--- config.mk ---
export PLATFORM = sky130hd
export DESIGN_NAME = seq_comparator_nbit
export DESIGN_NICKNAME = d
export VERILOG_FILES = /design/src/rtl/seq_comparator_nbit.sv
export SDC_FILE = /design/constraint.sdc
export NUM_CORES = 1
export LEC_CHECK = 0
export BUFFER_PORTS_ARGS = -buffer_cell sky130_fd_sc_hd__clkbuf_2
export CAP_MARGIN = 20
export CORE_ASPECT_RATIO = 1.5
export CORE_UTILIZATION = 42
export DETAILED_ROUTE_END_ITERATION = 16
export PLACE_DENSITY = 0.76
export SLEW_MARGIN = 20
export SYNTH_ARGS = -nofsm -noshare
export SYNTH_HDL_FRONTEND = slang
export SYNTH_SLANG_ARGS = --single-unit
--- constraint.sdc ---
create_clock -name clk -period 2.49 [get_ports clk]
set_input_delay 0.498 -clock clk [delete_from_list [all_inputs] [get_ports clk]]
set_output_delay 0.498 -clock clk [all_outputs]
set_load 0.01 [all_outputs]
--- src/rtl/seq_comparator_nbit.sv ---
// Sequential MSB-first magnitude comparator: scans K bits per clock and stops
// at the first differing digit, with start/done handshake and signed mode.
module seq_comparator_nbit #(
  parameter int N = 16,
  parameter int K = 2
) (
  input  logic         clk,
  input  logic         rst_n,
  input  logic         start,
  input  logic         signed_mode,
  input  logic [N-1:0] A,
  input  logic [N-1:0] B,
  output logic         busy,
  output logic         done,
  output logic         GT,
  output logic         EQ,
  output logic         LT
);

  localparam int D = N / K;
  localparam int CW = (D > 1) ? $clog2(D) : 1;
  localparam logic [CW-1:0] LAST = CW'(D - 1);
  localparam logic [CW-1:0] ONE = CW'(1);
  localparam logic [N-1:0] MSB_MASK = N'(1'b1) << (N - 1);

  generate
    if ((K < 1) || (N < K) || ((N % K) != 0)) begin : g_bad_params
      $error("seq_comparator_nbit: N must be a non-zero multiple of K");
    end
  endgenerate

  typedef enum logic [1:0] {
    IDLE = 2'd0,
    SCAN = 2'd1,
    DONE = 2'd2
  } state_t;

  state_t          state_r;
  state_t          state_s;
  logic [N-1:0]    a_r;
  logic [N-1:0]    b_r;
  logic [CW-1:0]   cnt_r;
  logic            gt_r;
  logic            eq_r;
  logic            lt_r;
  logic            busy_r;
  logic            done_r;
  logic            busy_s;
  logic            done_s;
  logic [K-1:0]    digit_a_s;
  logic [K-1:0]    digit_b_s;
  logic            digit_ne_s;
  logic            digit_gt_s;
  logic            last_s;

  // Operands shift left each scanned digit, so the current digit is always on top.
  assign digit_a_s  = a_r[N-1 -: K];
  assign digit_b_s  = b_r[N-1 -: K];
  assign digit_ne_s = (digit_a_s != digit_b_s);
  assign digit_gt_s = (digit_a_s > digit_b_s);
  assign last_s     = (cnt_r == LAST);

  // State register plus registered handshake outputs
  always_ff @(posedge clk) begin
    if (!rst_n) begin
      state_r <= IDLE;
      busy_r  <= 1'b0;
      done_r  <= 1'b0;
    end else begin
      state_r <= state_s;
      busy_r  <= busy_s;
      done_r  <= done_s;
    end
  end

  // Next-state logic
  always_comb begin
    state_s = state_r;
    case (state_r)
      IDLE: begin
        if (start) begin
          state_s = SCAN;
        end else begin
          state_s = IDLE;
        end
      end
      SCAN: begin
        if (digit_ne_s || last_s) begin
          state_s = DONE;
        end else begin
          state_s = SCAN;
        end
      end
      DONE:    state_s = IDLE;
      default: state_s = IDLE;
    endcase
  end

  // Output decode from the upcoming state so busy/done leave a flop
  always_comb begin
    busy_s = 1'b0;
    done_s = 1'b0;
    case (state_s)
      IDLE: begin
        busy_s = 1'b0;
        done_s = 1'b0;
      end
      SCAN: begin
        busy_s = 1'b1;
        done_s = 1'b0;
      end
      DONE: begin
        busy_s = 1'b0;
        done_s = 1'b1;
      end
      default: begin
        busy_s = 1'b0;
        done_s = 1'b0;
      end
    endcase
  end

  // Operand capture, digit scan and result registers
  always_ff @(posedge clk) begin
    if (!rst_n) begin
      a_r   <= {N{1'b0}};
      b_r   <= {N{1'b0}};
      cnt_r <= {CW{1'b0}};
      gt_r  <= 1'b0;
      eq_r  <= 1'b0;
      lt_r  <= 1'b0;
    end else begin
      case (state_r)
        IDLE: begin
          if (start) begin
            // Flipping both sign bits turns a signed compare into an unsigned one.
            a_r   <= A ^ (signed_mode ? MSB_MASK : {N{1'b0}});
            b_r   <= B ^ (signed_mode ? MSB_MASK : {N{1'b0}});
            cnt_r <= {CW{1'b0}};
          end
        end
        SCAN: begin
          if (digit_ne_s) begin
            gt_r <= digit_gt_s;
            lt_r <= ~digit_gt_s;
            eq_r <= 1'b0;
          end else if (last_s) begin
            gt_r <= 1'b0;
            lt_r <= 1'b0;
            eq_r <= 1'b1;
          end else begin
            a_r   <= a_r << K;
            b_r   <= b_r << K;
            cnt_r <= cnt_r + ONE;
          end
        end
        default: begin
          cnt_r <= cnt_r;
        end
      endcase
    end
  end

  assign busy = busy_r;
  assign done = done_r;
  assign GT   = gt_r;
  assign EQ   = eq_r;
  assign LT   = lt_r;

endmodule

## Yosys cells after proc, flatten, opt, wreduce, memory -nomap -nowiden

Cells that the tools add are included.

- $lt $le $gt $ge: 1
- Equal/unequal tests: 8
- $add $sub $neg: 1
- Muxes and demuxes: 23
- Reduce and logical (&&, ||, !) cells: 6
- Bitwise logic cells: 3

Operators with widths:

| cell | number |
|---|---|
| $mux W16 | 7 |
| $pmux W16 S2 | 2 |
| $xor A16 B16 Y16 | 2 |
| $mux W3 | 3 |
| $mux W1 | 8 |
| $ne A2 B2 Y1 const B | 3 |
| $pmux W3 S2 | 1 |
| $eq A2 B1 Y1 const B | 2 |
| $pmux W2 S2 | 1 |
| $reduce_and A4 Y1 | 1 |
| $reduce_bool A2 Y1 | 2 |
| $add A3 B1 Y3 const B | 1 |
| $eq A3 B3 Y1 const B | 1 |
| $eq A2 B2 Y1 const B | 1 |
| $gt A2 B2 Y1 | 1 |
| $logic_not A2 Y1 | 1 |
| $mux W2 | 1 |
| $ne A2 B2 Y1 | 1 |
| $reduce_and A2 Y1 | 1 |
| $logic_or A1 B1 Y1 | 1 |
| $not A1 Y1 | 1 |

- Output and inout port bits: 5
- Bits of input ports: 36
- Register bits after elaboration: 42
- Word-level logic and storage cells: 51

## Logic depth before layout (Yosys ltp)

Gate-level depths: netlist of run 1.

- Word-level depth: 6
- Gate-level depth with buffers: 7
- Depth with buffers taken out: 5

## Least setup slack after synthesis of run 1

Ideal clock, no wire load.

- Path type: register to register
- Start point: register cnt_r[0]
- End point: register a_r[13]
- Period minus slack after synthesis: 1.649 ns
- Library setup time: 0.086 ns
- Required time: 2.404 ns
- Arrival: 1.563 ns
- Stages on the path, launching flop included: 8
- Setup slack: 0.841 ns
- Buffers on the path: 2
- Path through: dfxtp_1 ha_1 ha_1 and3b_1 buf_2 clkbuf_1 a211oi_1 a211oi_1

- Longest elaborated chain between the ends: 3

Ends and longest elaborated chain:

| element | line | source |
|---|---|---|
| start: declaration | 42 | `logic [CW-1:0] cnt_r;` |
| start signal: assignment | 128 | `cnt_r <= {CW{1'b0}};` |
| start signal: assignment | 139 | `cnt_r <= {CW{1'b0}};` |
| start signal: assignment | 154 | `cnt_r <= cnt_r + ONE;` |
| $eq A3 B3 Y1 | 61 | `assign last_s = (cnt_r == LAST);` |
| $ne A2 B2 Y1 (no source line) | -- |  |
| $reduce_and A4 Y1 (no source line) | -- |  |
| end signal: assignment | 126 | `a_r <= {N{1'b0}};` |
| end signal: assignment | 137 | `a_r <= A ^ (signed_mode ? MSB_MASK : {N{1'b0}});` |
| end signal: assignment | 152 | `a_r <= a_r << K;` |
| end: declaration | 40 | `logic [N-1:0] a_r;` |

Every way passes these cells.
A chain may end at the register's enable or synchronous reset.

## Final worst setup path of run 1

- Start point: register cnt_r[0]
- End point: register a_r[10]

The elaborated chain is that of the path after synthesis.

==> results of run 1 <==
through the flow:
stage                     power (uW)  hold slack (ns)  cell area, sq um  instances
after floorplan                 1380            0.438              2010        200
after global placement          1530            0.449              2250        292
after detailed placement        1550            0.464              2250        292
after CTS                       2000            0.423              2350        300
after global routing            2130            0.443              2350        300
final                           2000            0.424              2350        300
final timing paths:
path	from	to	slack [ns]	cells past startpoint
setup reg to reg	cnt_r[0]	a_r[10]	0.58	6
hold / removal	A[0]	a_r[0]	0.42	3
setup / recovery	cnt_r[0]	a_r[10]	0.58	6
hold reg to reg	a_r[15]	a_r[15]	0.47	2
cells by family after synthesis:
group	synth area share, %
compound gates	26.8
mux	13.9
simple gates	7.02
fa+ha+maj	2.48
xor+xnor	0.870
buf+inv	7.20
flops	41.7
tightest hold or removal path: stages:
cell,delay [ns]
clkbuf_2,0.08
nand2_1,0.04
a21oi_1,0.05
report_power, final:
part | internal, uW | switching [uW]
clock network | 224 | 235
logic | 283 | 401
registers | 788 | 65.8
cell usage in the layout (no fill, tap or decap), types with 4 or more instances in the layout:
| master | count |
|---|---|
| clkbuf_2 | 40 |
| nand2_1 | 8 |
| a211oi_1 | 53 |
| ha_1 | 4 |
| a21oi_1 | 7 |
| buf_4 | 11 |
| mux2i_1 | 28 |
| o211ai_1 | 7 |
| clkbuf_8 | 6 |
| dfxtp_1 | 42 |
sequential cells by signal, summed over array words and instances (netlist names):
name / cells
EQ: 1
GT: 1
LT: 1
a_r: 16
b_r: 16
busy: 1
cnt_r: 3
done: 1
state_r: 2
Yosys cell counts (all sizes together):
library cell,number
a211oi,53
dfxtp,42
mux2i,28
buf,14
clkbuf,9
a21oi,8
nand2,8
o211ai,7
ha,4
inv,3
nor3,3
o21ai,3
or3b,3
a32o,2
nor2,2
nor2b,2
xor2,2
and3b,1
nand2b,1
nand3,1
nand3b,1
nor3b,1
o22ai,1
or4b,1
cell type report:
type,instances,area share (%)
clock inverter,1,0.213
multi-input combinational,132,44.3
inverter,3,0.480
clock buffer,7,3.68
sequential,42,35.8
timing repair buffer,51,12.1
tap,64,3.41
metal layers:
metal / wire [um] / vias up / track usage, %
met2: 2350 / 32 / 34.2
met1: 1970 / 793 / 24.4
met5: 0 / - / 0
met4: 74 / 0 / 8.44
li1: - / 834 / -
met3: 158 / 9 / 3.88
==> flow_summary.yaml, run 1 <==
drt:
  postRouteWirelength_um: 4540
  via_count: 1668
  wl_per_cell_um: 15.1
  firstDrtPassIters: 4
  drc_errors: 0
  viasPerCell: 5.56
  drt_iter0_drc: 59
  ant_nets: 0
logic_synthesis:
  syn-instance-count: 200
  seq_area_frac_synth_pct: 41.7
  synth_area_leaders: "dfxtp_1 42%, a211oi_1 20%, mux2i_1 14%"
  synth.distinct_cells: 29
  yosysTopAreaCell: "dfxtp_1"
  synth_fp_nets: 240
  synth_top_area_share_pct: 41.7
  yosys_warnings: 0
  syn_avg_cell_area_sq_um: 10.1
  ys_ff_latch: 42
  syn_area_sq_um: 2010
floorplanning:
  core_sq_um: 4580
  die_x_um: 58.5
  dieArea_sq_um: 5080
  fp-row-count: 30
  io_pins: 41
  start_util_pct: 44.0
  die_y_um: 86.8
timing:
  period_minus_slack_ns: 1.91
  worst_slack_ns: 0.579
  slew_headroom_pct: 74.3
  skew_ns: 0.0143
  finalCritPeriodShare_pct: 76.8
  max_slew.worst_pin.slew_ns: 0.385
  rsz0062_at_grt: "false"
  drv_slew: 0
  timing.setup.tns_ns: 0
  finalHoldViolCount: 0
  fmax_ghz: 0.523
  setup_viol: 0
global_route:
  antenna_found_initial: 0
  grt_first_pass_wirelength_um: 7790
  grt_max_degree: 27
  grt_overflow: 0
  grtUsageTotal_pct: 20.1
  grt_pass1_vias: 1673
cts:
  cts.sinks: 42
  cts_setup_buffers: 0
  ctsRootBufferMaster: "clkbuf_8"
  clockBufferDepth: 2
  h-tree-depth: 2
  clkTransAtPathRegs_ns: 0.08
  holdBufCountCts: 0
  numCtsBuffers: 5
  cts_resized: 0
  cts_tree: "yes"
  worst_skew_pair.late_latency_ns: 0.30
worst_setup_path:
  critical_path.max_fanout: 12
  end_kind: "flop"
  critPathKind: "flop to flop"
  path_buf_inv: 1
  startpoint_type: "flop"
  arrival_ns: 2.09
  critPathMostFrequentCell: "ha_1"
  crit_chain: "ha_1 > ha_1 > nand3b_1 > o21ai_2 > buf_4 > a211oi_1"
  critical-path-top-delay-family: "compound AO/OA/AOI/OAI gates"
  worst_path_largest_cell_delay_ns: 0.41
  worstPathRequired_ns: 2.67
  slowest_stage: "o21ai_2"
status:
  outcome: "completed"
flow_run:
  maxCapViolCount: 0
final_layout:
  drive_gt1_share_pct: 27.5
  fillCellCount: 443
  final_core_util_pct: 51.2
  layout.area.seq_sq_um: 841
  nets: 275
  multi_input_area_sq_um: 1040
  diodes: 0
  syn2layout_area_growth_pct: 16.5
pwr:
  power.leakage_uw: 0.00104
  vdd_drop_max_mv: 0.464
  powerDensity_nw_per_um2: 851
placed_design:
  io_buffers: 40
  dp_slack_ns: 0.587
  gp_congestion: 0.827
  dpl.hpwl_um: 3220
min_path:
  hold_path_class: "primary input to flop"
Note: power is estimated with default switching activity, not from simulation.
==> run 2, diff against run 1 <==
- clock period: 2.49 -> 2 ns (I/O delays scaled with it)
==> flow_summary.yaml, run 2 (synthesized netlist as in run 1, its figures left out) <==
status:
  outcome: "completed"
global_route:
  grt_pass1_vias: 1635
  met2_usage_pct: 32.5
  grt_max_degree: 24
  grtUsageTotal_pct: 18.9
  top_usage_layer: "met2"
  use_met1_pct: 21.6
  grt_first_pass_wirelength_um: 7310
  grt_use_met3_pct: 4.33
  antenna_found_initial: 0
  grt_overflow: 0
final_layout:
  fin_cells: 301
  layout_common_cells: "53 x a211oi_1, 42 x dfxtp_1, 40 x clkbuf_2"
  reg_top3: "a_r: 16 flops, b_r: 16 flops, cnt_r: 3 flops"
  final_common_cell: "a211oi_1"
  final_core_util_pct: 51.6
  drive_gt1_share_pct: 28.3
  diodes: 0
  syn2layout_area_growth_pct: 17.2
  multi_input_area_sq_um: 1040
  fillCellCount: 459
  nets: 277
  layout.area.seq_sq_um: 841
drt:
  viasPerCell: 5.60
  drt_iter0_drc: 61
  firstDrtPassIters: 4
  postRouteWirelength_um: 4390
  via_count: 1687
  drc_errors: 0
  wl_per_cell_um: 14.6
  ant_nets: 0
timing:
  max_slew.worst_pin.slew_ns: 0.341
  finalHoldViolCount: 0
  finalCritPeriodShare_pct: 86.2
  period_minus_slack_ns: 1.72
  rsz0062_at_grt: "false"
  setup_viol: 0
  skew_ns: 0.00937
  fmax_ghz: 0.580
  drv_slew: 0
  slew_headroom_pct: 77.3
  timing.setup.tns_ns: 0
worst_setup_path:
  r2r-start: "cnt_r[0]"
  worstPathRequired_ns: 2.17
  rrSetupSlack_ns: 0.28
  end_kind: "flop"
  r2r-end: "a_r[2]"
  arrival_ns: 1.90
  r2r_cells: 6
  startpoint_type: "flop"
  critPathKind: "flop to flop"
  critical_path.max_fanout: 18
cts:
  cts_setup_buffers: 0
  cts.sinks: 42
  worst_skew_pair.late_latency_ns: 0.29
  ctsRootBufferMaster: "clkbuf_8"
  clockBufferDepth: 2
  h-tree-depth: 2
  clkTransAtPathRegs_ns: 0.07
  holdBufCountCts: 0
  cts_tree: "yes"
  numCtsBuffers: 5
  cts_resized: 0
floorplanning:
  io_pins: 41
  die_x_um: 58.5
  fp-row-count: 30
  start_util_pct: 44.0
  die_y_um: 86.8
  dieArea_sq_um: 5080
  core_sq_um: 4580
flow_run:
  maxCapViolCount: 0
pwr:
  powerDensity_nw_per_um2: 1040
  power.leakage_uw: 0.00105
  vdd_drop_max_mv: 0.475
  p_total_uw: 2450
min_path:
  hold_path_class: "primary input to flop"
  min_to: "a_r[1]"
  min_from: "A[1]"
  hold_path_depth: 3
placed_design:
  gp_congestion: 0.822
  placed_cells: 294
  io_buffers: 40
  dpl.hpwl_um: 3160
[run 2: cell types whose count changed in the layout (fill, tap and decap cells not counted), sizes merged]
cell / change
buf: +2
clkbuf: -2
clkinv: +1
[run 2: worst max path at each step]
stage / startpoint / to / slack [ns]
2_1_floorplan: cnt_r[0] / a_r[13] / 0.35
3_3_place_gp: cnt_r[0] / a_r[13] / 0.30
3_5_place_dp: cnt_r[0] / a_r[2] / 0.26
4_1_cts: cnt_r[0] / a_r[2] / 0.25
5_1_grt: cnt_r[0] / a_r[10] / 0.15
6_report: cnt_r[0] / a_r[2] / 0.28
[run 2: cell type report]
class	count	share of cell area [%]
Timing Repair Buffer	53	13.1
Sequential cell	42	35.6
Clock buffer	5	2.91
Clock inverter	2	0.424
Tap cell	64	3.39
Multi-Input combinational cell	132	44.0
Inverter	3	0.477
[run 2: metal layers]
| metal | routed length [um] | part of all wire [%] |
|---|---|---|
| met5 | 0 | 0 |
| met4 | 106 | 2.4 |
| met3 | 135 | 3.1 |
| met2 | 2250 | 51 |
| met1 | 1910 | 43 |
[run 2: critical path, stage by stage (launching register included)]
cell      delay (ns)
dfxtp_1         0.33
ha_1            0.20
ha_1            0.20
nand3b_1        0.30
o21ai_2         0.22
buf_4           0.25
a211oi_1        0.11
[run 2: power breakdown]
group / switching, uW / internal (uW) / total, uW
sequential: 84.7 / 982 / 1070
clock: 277 / 234 / 511
combinational: 493 / 378 / 870
total: 854 / 1590 / 2450
[run 2: per-stage QoR]
step           instance area (sq um)  hold WS [ns]  worst slack (ns)
3_3_place_gp                    2280         0.449             0.296
4_1_cts                         2360         0.325             0.250
2_1_floorplan                   2010         0.438             0.351
6_report                        2360         0.324             0.276
3_5_place_dp                    2280         0.457             0.263
5_1_grt                         2360         0.331             0.149
